File: config.mk
export PLATFORM = sky130hd
export DESIGN_NAME = cpu_axil_bridge
export DESIGN_NICKNAME = d
export VERILOG_FILES = /design/src/rtl/cpu_axil_bridge.sv
export SDC_FILE = /design/constraint.sdc
export NUM_CORES = 1
export LEC_CHECK = 0
export ABC_AREA = 1
export BUFFER_PORTS_ARGS = -buffer_cell sky130_fd_sc_hd__buf_2
export CAP_MARGIN = 15
export CORE_MARGIN = 2
export CORE_UTILIZATION = 41
export DETAILED_ROUTE_END_ITERATION = 8
export PLACE_DENSITY = 0.85
export SLEW_MARGIN = 20
export SYNTH_ARGS = -nofsm -noshare
export SYNTH_HDL_FRONTEND = slang
export SYNTH_SLANG_ARGS = --single-unit
File: constraint.sdc
create_clock -name i_clk -period 1.51 [get_ports i_clk]
set_input_delay 0.302 -clock i_clk [delete_from_list [all_inputs] [get_ports i_clk]]
set_output_delay 0.302 -clock i_clk [all_outputs]
set_load 0.03 [all_outputs]
File: src/rtl/cpu_axil_bridge.sv
// cpu_axil_bridge
//   Turns single-byte CPU bus accesses into 32-bit AXI-Lite master
//   transactions on the SD controller register path. A byte write is issued
//   as a one-lane strobed write. A byte read returns the addressed lane of
//   the 32-bit word. The CPU is stalled through o_rdy until the transaction
//   completes.
//
// Parameters
//   ADDR_WIDTH : CPU byte-address width into the register window (>= 3)
//   AXI_BASE   : constant OR-ed into every emitted AXI address
//
// Ports
//   i_clk, i_reset_n        : clock, asynchronous active-low reset
//   i_cs, i_rwb             : CPU chip select, 1 = read / 0 = write
//   i_addr, i_data          : CPU byte address and write data
//   o_data                  : read data, held until the next read completes
//   o_rdy                   : 0 stalls the CPU
//   o_err                   : last completed transaction got a non-OKAY response
//   M_AXIL_AW*/W*/B*/AR*/R* : AXI-Lite master channels
module cpu_axil_bridge #(
  parameter int          ADDR_WIDTH = 8,
  parameter logic [31:0] AXI_BASE   = 32'h0
) (
  input  logic                  i_clk,
  input  logic                  i_reset_n,
  input  logic                  i_cs,
  input  logic                  i_rwb,
  input  logic [ADDR_WIDTH-1:0] i_addr,
  input  logic [7:0]            i_data,
  output logic [7:0]            o_data,
  output logic                  o_rdy,
  output logic                  o_err,

  output logic                  M_AXIL_AWVALID,
  input  logic                  M_AXIL_AWREADY,
  output logic [31:0]           M_AXIL_AWADDR,

  output logic                  M_AXIL_WVALID,
  input  logic                  M_AXIL_WREADY,
  output logic [31:0]           M_AXIL_WDATA,
  output logic [3:0]            M_AXIL_WSTRB,

  input  logic                  M_AXIL_BVALID,
  output logic                  M_AXIL_BREADY,
  input  logic [1:0]            M_AXIL_BRESP,

  output logic                  M_AXIL_ARVALID,
  input  logic                  M_AXIL_ARREADY,
  output logic [31:0]           M_AXIL_ARADDR,

  input  logic                  M_AXIL_RVALID,
  output logic                  M_AXIL_RREADY,
  input  logic [31:0]           M_AXIL_RDATA,
  input  logic [1:0]            M_AXIL_RRESP
);

  typedef enum logic [2:0] {
    IDLE,
    WR_ADDR_DATA,
    WR_RESP,
    RD_ADDR,
    RD_DATA,
    DONE
  } state_t;

  state_t                r_state;
  state_t                w_next_state;

  logic [ADDR_WIDTH-1:0] r_addr;
  logic [7:0]            r_data;
  logic                  r_awvalid;
  logic                  r_wvalid;
  logic                  r_arvalid;
  logic [7:0]            r_rdata;
  logic                  r_err;

  logic                  w_start;
  logic                  w_aw_done;
  logic                  w_w_done;
  logic                  w_b_accept;
  logic                  w_r_accept;
  logic [31:0]           w_word_addr;
  logic [7:0]            w_rd_lane;

  // A new access is accepted only from IDLE; DONE waits for i_cs to drop so
  // a CPU holding i_cs gets exactly one transaction.
  assign w_start    = (r_state == IDLE) && i_cs;

  // Address and data channels complete independently; a channel counts as
  // done if it already handshook or is handshaking this cycle.
  assign w_aw_done  = !r_awvalid || M_AXIL_AWREADY;
  assign w_w_done   = !r_wvalid  || M_AXIL_WREADY;
  assign w_b_accept = (r_state == WR_RESP) && M_AXIL_BVALID;
  assign w_r_accept = (r_state == RD_DATA) && M_AXIL_RVALID;

  always_comb begin
    w_word_addr = '0;
    w_word_addr[ADDR_WIDTH-1:2] = r_addr[ADDR_WIDTH-1:2];
  end

  always_comb begin
    w_rd_lane = '0;
    case (r_addr[1:0])
      2'd0: w_rd_lane = M_AXIL_RDATA[7:0];
      2'd1: w_rd_lane = M_AXIL_RDATA[15:8];
      2'd2: w_rd_lane = M_AXIL_RDATA[23:16];
      2'd3: w_rd_lane = M_AXIL_RDATA[31:24];
    endcase
  end

  // State register
  always_ff @(posedge i_clk or negedge i_reset_n) begin
    if (!i_reset_n) begin
      r_state <= IDLE;
    end else begin
      r_state <= w_next_state;
    end
  end

  // Next-state and combinational outputs
  always_comb begin
    w_next_state  = r_state;
    o_rdy         = 1'b1;
    M_AXIL_BREADY = 1'b0;
    M_AXIL_RREADY = 1'b0;

    case (r_state)
      IDLE: begin
        if (i_cs) begin
          o_rdy        = 1'b0;
          w_next_state = i_rwb ? RD_ADDR : WR_ADDR_DATA;
        end
      end
      WR_ADDR_DATA: begin
        o_rdy = 1'b0;
        if (w_aw_done && w_w_done) begin
          w_next_state = WR_RESP;
        end
      end
      WR_RESP: begin
        o_rdy         = 1'b0;
        M_AXIL_BREADY = 1'b1;
        if (M_AXIL_BVALID) begin
          w_next_state = DONE;
        end
      end
      RD_ADDR: begin
        o_rdy = 1'b0;
        if (M_AXIL_ARREADY) begin
          w_next_state = RD_DATA;
        end
      end
      RD_DATA: begin
        o_rdy         = 1'b0;
        M_AXIL_RREADY = 1'b1;
        if (M_AXIL_RVALID) begin
          w_next_state = DONE;
        end
      end
      DONE: begin
        if (!i_cs) begin
          w_next_state = IDLE;
        end
      end
      default: begin
        w_next_state = IDLE;
      end
    endcase
  end

  // Captured request and registered VALIDs
  always_ff @(posedge i_clk or negedge i_reset_n) begin
    if (!i_reset_n) begin
      r_addr    <= '0;
      r_data    <= '0;
      r_awvalid <= 1'b0;
      r_wvalid  <= 1'b0;
      r_arvalid <= 1'b0;
    end else if (w_start) begin
      r_addr    <= i_addr;
      r_data    <= i_data;
      r_awvalid <= !i_rwb;
      r_wvalid  <= !i_rwb;
      r_arvalid <= i_rwb;
    end else begin
      if (r_awvalid && M_AXIL_AWREADY) begin
        r_awvalid <= 1'b0;
      end
      if (r_wvalid && M_AXIL_WREADY) begin
        r_wvalid <= 1'b0;
      end
      if (r_arvalid && M_AXIL_ARREADY) begin
        r_arvalid <= 1'b0;
      end
    end
  end

  // Read data and error status only move when a response is accepted
  always_ff @(posedge i_clk or negedge i_reset_n) begin
    if (!i_reset_n) begin
      r_rdata <= '0;
      r_err   <= 1'b0;
    end else if (w_b_accept) begin
      r_err   <= (M_AXIL_BRESP != 2'b00);
    end else if (w_r_accept) begin
      r_rdata <= w_rd_lane;
      r_err   <= (M_AXIL_RRESP != 2'b00);
    end
  end

  assign o_data         = r_rdata;
  assign o_err          = r_err;

  assign M_AXIL_AWVALID = r_awvalid;
  assign M_AXIL_AWADDR  = AXI_BASE | w_word_addr;
  assign M_AXIL_WVALID  = r_wvalid;
  assign M_AXIL_WDATA   = {4{r_data}};
  assign M_AXIL_WSTRB   = 4'b0001 << r_addr[1:0];
  assign M_AXIL_ARVALID = r_arvalid;
  assign M_AXIL_ARADDR  = AXI_BASE | w_word_addr;

endmodule

# Yosys cells after proc, flatten, opt, wreduce, memory -nomap -nowiden
# Cells that the tools add are included.
[totals]
mem_count = 0
latch_bits = 0
input_bits = 61
out_inout_bits = 115
reg_bits = 31
ram_bits = 0
romBits = 0
[classes]
shift = 1
muxes = 21
div_mod_pow = 0
bitwise = 1
eq_ne = 14
addsub = 0
n_mul = 0
n_reduce_logical = 23
magnitude_cmp = 0
[op_table]
columns = ["operator", "count"]
rows = [
  ["8-bit case mux with 4 select lines", 1],
  ["3-bit two-way mux", 6],
  ["3-bit case mux with 6 select lines", 1],
  ["2-bit != test, second input constant", 6],
  ["2-bit nonzero test", 6],
  ["1-bit two-way mux", 11],
  ["1-bit logical AND", 7],
  ["3-bit by 2-bit == test with 1-bit output, second input constant", 2],
  ["3-bit == test, second input constant", 2],
  ["6-bit AND reduction", 1],
  ["2-bit == test, second input constant", 2],
  ["4-bit OR reduction", 1],
  ["1-bit by 2-bit left shift with 4-bit output, first input constant", 1],
  ["3-bit by 1-bit == test with 1-bit output, second input constant", 1],
  ["1-bit zero test", 3],
  ["3-bit zero test", 1],
  ["2-bit by 1-bit == test with 1-bit output, second input constant", 1],
  ["2-bit zero test", 1],
  ["1-bit logical OR", 2],
  ["2-bit two-way mux", 1],
  ["1-bit case mux with 2 select lines", 1],
  ["2-bit AND reduction", 1],
  ["1-bit inverter", 1],
]

# Depth between registers and ports, before layout
[depth]
depth_word = 5
ltp_mapped = 10
mapped_depth_nobuf = 9

# Worst setup path after synthesis
# OpenSTA, ideal clock, no wires.
[synth_timing]
path_kind = "register to register"
start = "register r_addr[1]"
end = "register r_rdata[1] (netlist: o_data[1])"
path_slack_ns = 0.018
t_arrival_ns = 1.427
stages_incl_launch_ff = 8
setup_ns = 0.065
n_path_buf = 0
t_required_ns = 1.445
path_cell_list = "dfrtp_1 -> nor2_1 -> inv_1 -> nor2_1 -> nor2_1 -> nand2_1 -> nand2_1 -> nand2_1"
[synth_between]
elab_chain_cells = 2
elab_cells_between_ends = 5
[synth_rtl]
columns = ["element", "line", "source"]
rows = [
  ["start, declared", "69", "logic [ADDR_WIDTH-1:0] r_addr;"],
  ["start signal, assigned", "180", "r_addr <= i_addr;"],
  ["2-bit == test (tied with other cells)", "103", "case (r_addr[1:0])"],
  ["8-bit case mux with 4 select lines *", "103", ""],
  ["end signal, assigned", "206", "r_rdata <= w_rd_lane;"],
  ["end, declared", "74", "logic [7:0] r_rdata;"],
]
# Every way passes the cells marked *; elsewhere a longest branch is shown, timed or not.
# A chain may end at the register's enable or synchronous reset.

# Final worst setup path
[layout_timing]
start = "register r_state[0]"
end = "output port o_rdy"
[layout_between]
elab_chain_cells = 3
elab_cells_between_ends = 7
[layout_rtl]
columns = ["element", "line", "source"]
rows = [
  ["start, declared", "66", "state_t r_state;"],
  ["start signal, assigned", "116", "r_state <= w_next_state;"],
  ["3-bit by 2-bit == test with 1-bit output (tied with other cells)", "127", "case (r_state)"],
  ["4-bit OR reduction (no source line)", "n/a", ""],
  ["1-bit case mux with 2 select lines *", "127", ""],
  ["end, declared", "31", "output logic o_rdy,"],
]
# Marks and branches as above.

==> metrics.yaml <==
synth_cell_types: 24
critPathCaptureType: "output port"
vias: 2128
combPwrFrac: 0.662
track_usage: 0.160
relSlewSlack: 0.538
initial_utilization: 0.425
io_pins: 176
failed_checks: "setup timing"
leakagePower_nw: 1.81
vias_per_cell: 4.24
yosys.area.top_type: "dfrtp_1"
cap_viol_max_count: 0
peakVddDrop_uv: 1190
fin_nets: 490
layout-drive-gt1-share: 0.384
dp_hpwl_mm: 4.27
grt_pass1_vias: 1758
setup_slack_ns: -0.101
p_sw_frac: 0.563
fillerInstances: 561
clock_latency_ns: 0.27
synthesis.area_sq_mm: 0.00235
fin_crit_sh: 1.07
rsz0062_at_grt: "true"
overflow: 0
critPathTopFamily: "flip-flops"
path_buf_inv: 1
cts.sinks: 31
path_class: "reg -> out"
cts_buffer_depth: 2
htreeDepth: 2
synthTopCellsByArea: "dfrtp_1 (33%), buf_4 (28%), nand2_1 (20%)"
regArea_sq_um: 779
synth_top_cell_area_share: 0.329
ys_warn_count: 0
p_int_mw: 2.93
antenna_found_initial: 0
clk_pin_slew_ns: 0.06
cts_root_buf: "clkbuf_8"
p_clk_frac: 0.105
cpMaxStageDelayCell: "dfrtp_2"
post_drt_wl_per_cell_um: 10.9
start_kind: "register"
setup_viol: 3
port_buffers: 123
drc: 0
syn_inst: 330
antennaDiodeCount: 0
cts_tree: "done"
mostFrequentLayoutCell: "nand2_1"
synth-main-ff-cell: "dfrtp_1"
cts_buffers: 5
multi_input_area_sq_um: 983
power_density_mw_per_mm2: 2400
hold_path.class: "in -> async"
share_seq_of_total_power: 0.234
status: "finished, violations left"
synth-edff-count: 0
drtIter0Drc: 85
finalPower_mw: 6.69
final_cell_count_no_fill: 502
final_area_sq_mm: 0.00279
max_stage_delay_ns: 0.44
die_h_um: 79.8
cts_hold_buffers: 0
die_area_sq_mm: 0.00637
grt_pass1_wl_mm: 8.02
required_ns: 1.21
hold_violations: 0
grt_max_degree: 32
ant_nets: 0
avgSynthCellArea_sq_um: 7.14
fin_skew_ns: 0.00316
crit_chain: "nor2_8 -> nand2_2 -> nor2_4 -> o21bai_1 -> buf_4"
path_max_fanout: 2
die_w_um: 79.8
yosys_register_bits: 31
core_sq_mm: 0.00554
ys_seq_area_frac: 0.329
drtPass1Iterations: 4
postLayoutCoreUtil: 0.503
place_area_sq_mm: 0.00259
wl_mm: 5.45
place.gp.congestion: 0.819
rows: 27
async_flop_share: 1.00
tightestPinTransition_ns: 0.693
drv_slew: 0
area_delta_synth_final_pct: 18.3
final_cell_mix: "nand2_1 (122), buf_2 (119), conb_1 (52)"
fmax_ghz: 0.621
worstPathArrival_ns: 1.31
net-switching-power_mw: 3.77
dp_cells: 489
period_minus_slack_ns: 1.61
==> synthesized netlist by cell type, types with 2 or more instances <==
cell type / number
buf_4: 89
buf_6: 2
dfrtp_1: 31
inv_1: 26
inv_2: 3
nand2_1: 124
nand2_2: 4
nand3_1: 7
nand4_1: 3
nor2_1: 18
nor2_2: 2
nor2_4: 2
o21ai_0: 8
==> metrics by stage <==
stage,TNS [ns],setup WS [ns],hold WS [ns]
after detailed placement,0,0.107,0.392
after global placement,0,0.124,0.388
after global routing,-0.451,-0.158,0.121
after CTS,-0.162,-0.0880,0.0901
after floorplan,0,0.0179,0.00641
final,-0.211,-0.101,0.0712
==> timing repair <==
| item | 4_1_cts | 5_1_grt |
|---|---|---|
| endpoints found under the setup margin | 6 | 5 |
| gates resized for setup | 13 | 7 |
| pin swaps | 0 | 1 |
| setup buffers | 2 | 3 |
==> power by group through the flow <==
stage	registers [mW]	logic, mW	clock network (mW)
global route	1.63	4.80	0.777
global placement	1.54	4.16	0
finish	1.56	4.43	0.701
detailed placement	1.56	4.21	0
CTS	1.55	4.33	0.736
floorplan	2.02	3.27	0
==> flip-flops by register name, summed over array words and instances, names as in the netlist <==
register        count
o_data              8
r_addr              8
r_data              8
r_state             3
M_AXIL_ARVALID      1
M_AXIL_AWVALID      1
M_AXIL_WVALID       1
o_err               1
==> routing by layer <==
metal	vias to the layer above	part of all wire	track usage
met5	-	0	0
met4	0	0.013	0.0508
met3	10	0.11	0.0385
met2	138	0.51	0.303
met1	934	0.37	0.175
li1	1046	-	-
==> logic make-up (layout without fill, tap and decap cells) <==
group,Yosys count,after routing,synth area share
simple gates,162,162,0.291
buf+inv,123,172,0.346
flops,31,31,0.329
compound gates,13,13,0.0324
other cells,1,52,0.00159
==> area by class of cell <==
class	count	share of cell area
Inverter	31	0.0431
Timing Repair Buffer	133	0.256
Tap cell	72	0.0323
Multi-Input combinational cell	227	0.353
Clock buffer	8	0.0359
Sequential cell	31	0.280
==> final timing paths <==
| path | cells past startpoint | slack [ns] | to | startpoint |
|---|---|---|---|---|
| setup / recovery | 5 | -0.10 | o_rdy | r_state[0] |
| hold / removal | 1 | 0.07 | M_AXIL_WVALID | i_reset_n |
| setup reg to reg | 10 | 0.04 | r_state[2] | r_state[1] |
| hold reg to reg | 2 | 0.47 | o_data[4] | o_data[4] |
| max in group asynchronous | 1 | 0.95 | r_addr[1] | i_reset_n |
| min in group i_clk | 3 | 0.23 | r_addr[7] | i_addr[7] |
Note: power is estimated with default switching activity, not from simulation.
